File: src/rtl/user_mem_ctrl.sv
// Command sequencer in front of the per-user height/weight store: serialises host reads, writes and
// full-store weight scans. Optional define USER_MEM_ACTIVE_COUNT_EN adds a nonzero-weight user count to scan responses.
module user_mem_ctrl #(
   parameter int NUM_USERS = 32,
   parameter int IDX_W     = 5,
   parameter int DATA_W    = 12,
   parameter int SUM_W     = 17
) (
   input  logic              clk,
   input  logic              rst,
   input  logic              cmd_valid,
   output logic              cmd_ready,
   input  logic [1:0]        cmd_op,
   input  logic [IDX_W-1:0]  cmd_index,
   input  logic [DATA_W-1:0] cmd_data,
   output logic              rsp_valid,
   input  logic              rsp_ready,
   output logic [DATA_W-1:0] rsp_height,
   output logic [DATA_W-1:0] rsp_weight,
   output logic [SUM_W-1:0]  rsp_sum,
   output logic [IDX_W:0]    rsp_count,
   output logic              busy,
   output logic              mem_we_height,
   output logic              mem_we_weight,
   output logic [IDX_W-1:0]  mem_user_index,
   output logic [DATA_W-1:0] mem_data_in,
   input  logic [DATA_W-1:0] mem_height_out,
   input  logic [DATA_W-1:0] mem_weight_out
);

   typedef enum logic [2:0] {
      S_IDLE,
      S_WRITE,
      S_READ,
      S_SCAN,
      S_RESP
   } state_t;

   localparam logic [1:0] OP_READ  = 2'b00;
   localparam logic [1:0] OP_WR_H  = 2'b01;
   localparam logic [1:0] OP_WR_W  = 2'b10;
   localparam logic [1:0] OP_SCAN  = 2'b11;

   state_t              r_state;
   state_t              w_state_next;
   logic [1:0]          r_op;
   logic [IDX_W-1:0]    r_index;
   logic [DATA_W-1:0]   r_data;
   logic [IDX_W-1:0]    r_scan_idx;
   logic [SUM_W-1:0]    r_acc;
   logic [DATA_W-1:0]   r_rsp_height;
   logic [DATA_W-1:0]   r_rsp_weight;
   logic [SUM_W-1:0]    r_rsp_sum;
   logic                w_accept;
   logic                w_scan_last;
   logic [SUM_W-1:0]    w_acc_next;

   assign w_accept    = cmd_valid & cmd_ready;
   assign w_scan_last = (r_scan_idx == IDX_W'(NUM_USERS - 1));
   assign w_acc_next  = r_acc + SUM_W'(mem_weight_out);

   // cmd_ready is gated by rst so nothing is accepted while reset is held.
   assign cmd_ready  = (r_state == S_IDLE) & ~rst;
   assign busy       = (r_state != S_IDLE);
   assign rsp_valid  = (r_state == S_RESP);
   assign rsp_height = r_rsp_height;
   assign rsp_weight = r_rsp_weight;
   assign rsp_sum    = r_rsp_sum;

   always_ff @(posedge clk or posedge rst) begin
      if (rst) begin
         r_state <= S_IDLE;
      end else begin
         r_state <= w_state_next;
      end
   end

   always_comb begin
      w_state_next = r_state;
      case (r_state)
         S_IDLE: begin
            if (w_accept) begin
               case (cmd_op)
                  OP_READ: w_state_next = S_READ;
                  OP_SCAN: w_state_next = S_SCAN;
                  default: w_state_next = S_WRITE;
               endcase
            end
         end
         S_WRITE: w_state_next = S_IDLE;
         S_READ:  w_state_next = S_RESP;
         S_SCAN: begin
            if (w_scan_last) begin
               w_state_next = S_RESP;
            end
         end
         S_RESP: begin
            if (rsp_ready) begin
               w_state_next = S_IDLE;
            end
         end
         default: w_state_next = S_IDLE;
      endcase
   end

   // Store-side drive is purely a function of state, so reset forces every enable low at once.
   always_comb begin
      mem_we_height  = 1'b0;
      mem_we_weight  = 1'b0;
      mem_user_index = '0;
      mem_data_in    = '0;
      case (r_state)
         S_WRITE: begin
            mem_we_height  = (r_op == OP_WR_H);
            mem_we_weight  = (r_op == OP_WR_W);
            mem_user_index = r_index;
            mem_data_in    = r_data;
         end
         S_READ: begin
            mem_user_index = r_index;
         end
         S_SCAN: begin
            mem_user_index = r_scan_idx;
         end
         default: begin
         end
      endcase
   end

   always_ff @(posedge clk or posedge rst) begin
      if (rst) begin
         r_op         <= '0;
         r_index      <= '0;
         r_data       <= '0;
         r_scan_idx   <= '0;
         r_acc        <= '0;
         r_rsp_height <= '0;
         r_rsp_weight <= '0;
         r_rsp_sum    <= '0;
      end else begin
         case (r_state)
            S_IDLE: begin
               if (w_accept) begin
                  r_op       <= cmd_op;
                  r_index    <= cmd_index;
                  r_data     <= cmd_data;
                  r_scan_idx <= '0;
                  r_acc      <= '0;
               end
            end
            S_READ: begin
               r_rsp_height <= mem_height_out;
               r_rsp_weight <= mem_weight_out;
               r_rsp_sum    <= '0;
            end
            S_SCAN: begin
               r_acc <= w_acc_next;
               if (w_scan_last) begin
                  r_rsp_sum    <= w_acc_next;
                  r_rsp_height <= '0;
                  r_rsp_weight <= '0;
               end else begin
                  r_scan_idx <= r_scan_idx + 1'b1;
               end
            end
            default: begin
            end
         endcase
      end
   end

`ifdef USER_MEM_ACTIVE_COUNT_EN
   logic [IDX_W:0] r_cnt;
   logic [IDX_W:0] r_rsp_count;
   logic [IDX_W:0] w_cnt_next;

   assign w_cnt_next = r_cnt + {{IDX_W{1'b0}}, (mem_weight_out != '0)};
   assign rsp_count  = r_rsp_count;

   always_ff @(posedge clk or posedge rst) begin
      if (rst) begin
         r_cnt       <= '0;
         r_rsp_count <= '0;
      end else begin
         case (r_state)
            S_IDLE: begin
               if (w_accept) begin
                  r_cnt <= '0;
               end
            end
            S_READ: begin
               r_rsp_count <= '0;
            end
            S_SCAN: begin
               r_cnt <= w_cnt_next;
               if (w_scan_last) begin
                  r_rsp_count <= w_cnt_next;
               end
            end
            default: begin
            end
         endcase
      end
   end
`else
   assign rsp_count = '0;
`endif

endmodule

File: config.mk
export PLATFORM = sky130hd
export DESIGN_NAME = user_mem_ctrl
export DESIGN_NICKNAME = d
export VERILOG_FILES = /design/src/rtl/user_mem_ctrl.sv
export SDC_FILE = /design/constraint.sdc
export NUM_CORES = 1
export LEC_CHECK = 0
export CAP_MARGIN = 0
export CORE_ASPECT_RATIO = 0.8
export CORE_MARGIN = 5
export CORE_UTILIZATION = 48
export DETAILED_ROUTE_END_ITERATION = 7
export GPL_ROUTABILITY_DRIVEN = 0
export GPL_TIMING_DRIVEN = 1
export PLACE_DENSITY = 0.83
export SYNTH_ARGS = -nofsm -noshare
export SYNTH_HDL_FRONTEND = slang
export SYNTH_SLANG_ARGS = --single-unit
File: constraint.sdc
create_clock -name clk -period 3.3 [get_ports clk]
set_clock_uncertainty 0.1 [all_clocks]
set_input_delay 0.495 -clock clk [delete_from_list [all_inputs] [get_ports clk]]
set_output_delay 0.495 -clock clk [all_outputs]
set_load 0.02 [all_outputs]
==> flow_metrics.env, run 1 <==
export IMPL_postPlaceCellArea_mm2=0.00537
export IMPL_overflow=0
export IMPL_drive_above_1_share_pct=7.37
export IMPL_vias=3614
export IMPL_finalNonFillerCells=655
export IMPL_slew_headroom_pct=30.2
export IMPL_final_cell_mix="109 x clkdlybuf4s50_1, 101 x nand2_1, 85 x dfrtp_1"
export IMPL_status="complete, no violations"
export IMPL_num_rows=30
export IMPL_ys_flop_type="dfrtp_1"
export IMPL_fill_cells=720
export IMPL_critical_path_arrival_ns=2.23
export IMPL_n_antenna_cell=0
export IMPL_place_ws_ns=0.299
export IMPL_peakVddDrop_mv=0.368
export IMPL_grt_pass1_vias=3729
export IMPL_drc=0
export IMPL_netlist_area_leader_share_pct=50.5
export IMPL_clock_latency_ns=0.36
export IMPL_p_per_area_mw_per_mm2=599
export IMPL_synth_area_leaders="dfrtp_1 51%, nand2_1 9.0%, a22o_1 6.0%"
export IMPL_netlist_instances=436
export IMPL_synth_top_cell_by_area="dfrtp_1"
export IMPL_synth_xor_area_share_pct=2.70
export IMPL_grt_antenna_before_repair=0
export IMPL_routedWlPerCell_um=16.4
export IMPL_io_buffers=109
export IMPL_hold_slack_ns=0.372
export IMPL_fin_total_pwr_mw=3.33
export IMPL_synth_edf_count=0
export IMPL_mostFrequentLayoutCell="clkdlybuf4s50_1"
export IMPL_cts_buffers=9
export IMPL_area_growth_pct=32.3
export IMPL_cts_setup_buffers=0
export IMPL_cts_clk_slew_worst_paths_ns=0.09
export IMPL_grt_usage_pct=21.1
export IMPL_hpwl_um=7700
export IMPL_yosysSeqAreaShare_pct=50.5
export IMPL_cts_hold_buffers=0
export IMPL_async_reset_ff_share_pct=100
export IMPL_maxSlewViolCount=0
export IMPL_critPathRequiredTime_ns=2.70
export IMPL_leakagePower_nw=2.54
export IMPL_yosys_register_bits=85
export IMPL_synth_compound_area_share_pct=18.4
export IMPL_die_area_mm2=0.0108
export IMPL_yosys_area_share_adder_pct=4.93
export IMPL_synthMuxAreaShare_pct=0.267
export IMPL_grt_setup_unrepaired="no"
export IMPL_multi_input_comb_area_mm2=0.00194
export IMPL_synth_simple_gate_area_share_pct=18.9
export IMPL_seq_area_mm2=0.00213
export IMPL_cp_end_kind="primary output"
export IMPL_die_x_um=115
export IMPL_timing_final_setup_violations=0
export IMPL_crit_type="reg2out"
export IMPL_place_inst=639
export IMPL_final_util_pct=65.4
export IMPL_cts_buffer_depth=2
export IMPL_cts_resized=0
export IMPL_coreArea_mm2=0.00852
export IMPL_timing_final_ws_setup_ns=0.474
export IMPL_drt_iter0_drc=224
export IMPL_synth_area_mm2=0.00421
export IMPL_start_util_pct=49.4
export IMPL_die_h_um=93.8
export IMPL_finalCritPeriodShare_pct=85.6
export IMPL_final_hold_viol_count=0
export IMPL_dr_pass1_iters=4
export IMPL_cts_tree="yes"
export IMPL_period_minus_slack_ns=2.83
export IMPL_routed_via_density=5.52
export IMPL_worst_pin_slew_ns=1.05
export IMPL_ys_warn_count=0
export IMPL_grt_pass1_wl_um=18200
export IMPL_startpoint_type="flip-flop"
export IMPL_numClockSinks=85
export IMPL_ant_nets=0
export IMPL_cap_violations=0
export IMPL_fin_tns_setup_ns=0
export IMPL_avgSynthCellArea_um2=9.66
export IMPL_grt_max_degree=86
export IMPL_hold_class="reg2reg"
export IMPL_yosysUniqueCellTypes=49
export IMPL_routed_wl_um=10700
export IMPL_htree_levels=3
export IMPL_clockRootBuffer="clkbuf_8"
export IMPL_final_area_mm2=0.00557
export IMPL_fmax_ghz=0.354
export IMPL_synth_top_family_by_area="simple AND/OR/NAND/NOR gates"
export IMPL_layout_nets=601
export IMPL_crit_fanout=12
export IMPL_ios=116
==> worst paths after layout <==
| kind | depth (start not counted) | slack, ns | endpoint | startpoint |
|---|---|---|---|---|
| max in group asynchronous | 3 | 1.62 | r_acc[4] | rst |
| worst max register to register | 5 | 0.78 | r_acc[12] | r_state[2] |
| worst min register to register | 2 | 0.37 | r_data[4] | r_data[4] |
| worst max-delay path | 5 | 0.47 | mem_data_in[3] | r_state[0] |
| worst min-delay path | 2 | 0.37 | r_data[4] | r_data[4] |
| min in group asynchronous | 3 | 0.81 | r_data[0] | rst |
==> cells by family after synthesis <==
logic type	count (synthesis)
buffers and inverters	38
other	1
xor gates and xnor gates	13
DFF	85
muxes	1
and+or+nand+nor	177
adders and majority gates	16
AOI/OAI and AO/OA	105
==> area by class of cell <==
type / instances / share of cell area (%)
Sequential cell: 85 / 38.2
Multi-Input combinational cell: 318 / 34.8
Timing Repair Buffer: 113 / 20.1
Tap cell: 112 / 2.52
Clock buffer: 9 / 2.22
Clock inverter: 7 / 1.32
Inverter: 11 / 0.808
==> cell usage after synthesis (2+ instances only) <==
master / n
o21ai_0: 24
or3_1: 3
dfrtp_1: 85
and3_1: 3
nor2_2: 2
a21o_1: 4
a31o_2: 2
o211ai_1: 8
a21oi_1: 14
and2_1: 15
a31oi_1: 3
a22o_1: 29
nand4_1: 2
nor2_1: 24
nor3_1: 4
and3b_1: 2
a22oi_1: 5
buf_4: 6
xnor2_1: 8
a32o_1: 5
xor2_1: 5
clkbuf_1: 11
nand2_1: 101
nand3_1: 11
buf_2: 10
nand2b_1: 2
ha_1: 15
a211oi_2: 2
inv_1: 11
==> state kept, by name (all words and copies together), names as in the netlist <==
signal / cells
r_acc: 17
rsp_sum: 17
r_data: 12
rsp_height: 12
rsp_weight: 12
r_index: 5
r_scan_idx: 5
r_state: 3
r_op: 2
==> worst max-delay path, stage by stage (launching register included) <==
cell             delay (ns)
dfrtp_1                0.47
inv_1                  0.14
nor3_1                 0.28
buf_4                  0.23
and2_1                 0.14
clkdlybuf4s50_1        0.61
==> per-layer routing <==
metal,wire [µm],track usage [%]
met5,0,0
met1,4890,27.8
met4,107,6.06
met3,599,5.15
met2,5130,34.5
==> report_power, final <==
group	total, mW	internal [mW]	leakage, nW	switching (mW)
combinational	1.16	0.576	1.32	0.581
clock	0.751	0.354	0.100	0.397
sequential	1.43	1.28	1.12	0.147
No activity file was read; power rests on OpenSTA's default activity.
==> run 2, diff against run 1 <==
- MAX_ROUTING_LAYER: not set -> met4
==> run 2 against run 1 <==
- hold slack hardly changed
- clock power barely moved
- routed wire length shrank 0.20%
- sequential share of layout area unchanged
- register-to-register slack about the same
==> flow_metrics.env, run 2 (synthesis results as in run 1) <==
export IMPL_reg2reg_from="r_state[2]"
export IMPL_ios=116
export IMPL_routed_wl_um=10700
export IMPL_drive_above_1_share_pct=7.37
export IMPL_worst_pin_slew_ns=1.05
export IMPL_grt_setup_unrepaired="no"
export IMPL_grt_max_degree=86
export IMPL_grt_antenna_before_repair=0
export IMPL_dr_pass1_iters=4
export IMPL_crit_fanout=12
export IMPL_peakVddDrop_mv=0.364
export IMPL_grt_pass1_wl_um=18200
export IMPL_finalNonFillerCells=655
export IMPL_final_hold_viol_count=0
export IMPL_postPlaceCellArea_mm2=0.00537
export IMPL_ant_nets=0
export IMPL_place_inst=639
export IMPL_startpoint_type="flip-flop"
export IMPL_die_h_um=93.8
export IMPL_grt_usage_pct=21.7
export IMPL_die_area_mm2=0.0108
export IMPL_cts_clk_slew_worst_paths_ns=0.09
export IMPL_layout_nets=601
export IMPL_hold_class="reg2reg"
export IMPL_reg2reg_setup_slack_ns=0.79
export IMPL_hpwl_um=7700
export IMPL_cp_end_kind="primary output"
export IMPL_critical_path_arrival_ns=2.22
export IMPL_fin_total_pwr_mw=3.33
export IMPL_cts_hold_buffers=0
export IMPL_r2r_cells=5
export IMPL_period_minus_slack_ns=2.82
export IMPL_io_buffers=109
export IMPL_critPathRequiredTime_ns=2.70
export IMPL_drc=0
export IMPL_fmax_ghz=0.355
export IMPL_clockRootBuffer="clkbuf_8"
export IMPL_cts_setup_buffers=0
export IMPL_drt_iter0_drc=236
export IMPL_die_x_um=115
export IMPL_slew_headroom_pct=30.2
export IMPL_cap_violations=0
export IMPL_area_growth_pct=32.3
export IMPL_startpoint="r_state[0]"
export IMPL_overflow=0
export IMPL_cts_buffers=9
export IMPL_cts_buffer_depth=2
export IMPL_start_util_pct=49.4
export IMPL_coreArea_mm2=0.00852
export IMPL_cts_tree="yes"
export IMPL_hp_start="r_data[4]"
export IMPL_num_rows=30
export IMPL_htree_levels=3
export IMPL_crit_type="reg2out"
export IMPL_numClockSinks=85
export IMPL_leakagePower_nw=2.54
export IMPL_final_area_mm2=0.00557
export IMPL_final_cell_mix="109 x clkdlybuf4s50_1, 101 x nand2_1, 85 x dfrtp_1"
export IMPL_vias=3615
export IMPL_fin_tns_setup_ns=0
export IMPL_routed_via_density=5.52
export IMPL_clock_latency_ns=0.36
export IMPL_cts_resized=0
export IMPL_cp_endpoint="mem_data_in[3]"
export IMPL_hold_slack_ns=0.372
export IMPL_r2r_end="r_acc[12]"
export IMPL_mostFrequentLayoutCell="clkdlybuf4s50_1"
export IMPL_routedWlPerCell_um=16.4
export IMPL_finalCritPeriodShare_pct=85.4
export IMPL_n_antenna_cell=0
export IMPL_status="complete, no violations"
export IMPL_maxSlewViolCount=0
export IMPL_p_per_area_mw_per_mm2=598
export IMPL_timing_final_setup_violations=0
export IMPL_grt_pass1_vias=3728
-- run 2: worst min-delay path by stage --
stage,endpoint,slack [ns],cells after the start
3_5_place_dp,r_data[4],0.35,2
3_3_place_gp,r_data[9],0.35,2
4_1_cts,r_data[11],0.38,2
6_report,r_data[4],0.37,2
5_1_grt,r_data[9],0.40,2
2_1_floorplan,r_data[0],0.34,2
-- run 2: report_power, final --
group,switching [mW],internal (mW)
combinational,0.582,0.576
sequential,0.146,1.28
clock,0.394,0.354
total,1.12,2.21
-- run 2: final cells by class --
class,count,area [µm²]
Fill cell,720,2950
Tap cell,112,140
Sequential cell,85,2130
Clock buffer,9,124
Inverter,11,45.0
Timing Repair Buffer,113,1120
Clock inverter,7,73.8
Multi-Input combinational cell,318,1940
-- run 2: layer usage --
metal  vias to the layer above  global-route usage [%]  routed length [µm]
li1                       1706                       -                   -
met1                      1786                    28.1                4790
met2                       116                    34.5                5150
met3                         7                    4.89                 684
met4                         0                    6.06                  82
met5                         -                       -                   0
-- run 2: critical path, stage by stage, from the launching register on --
cell             delay, ns
dfrtp_1               0.47
inv_1                 0.14
nor3_1                0.27
buf_4                 0.23
and2_1                0.14
clkdlybuf4s50_1       0.61
-- run 2: stage by stage --
stage	util, %	worst slack, ns
global route	65.4	0.309
finish	65.4	0.482
global placement	63.1	0.387
CTS	65.4	0.438
floorplan	-	0.477
detailed placement	63.1	0.299
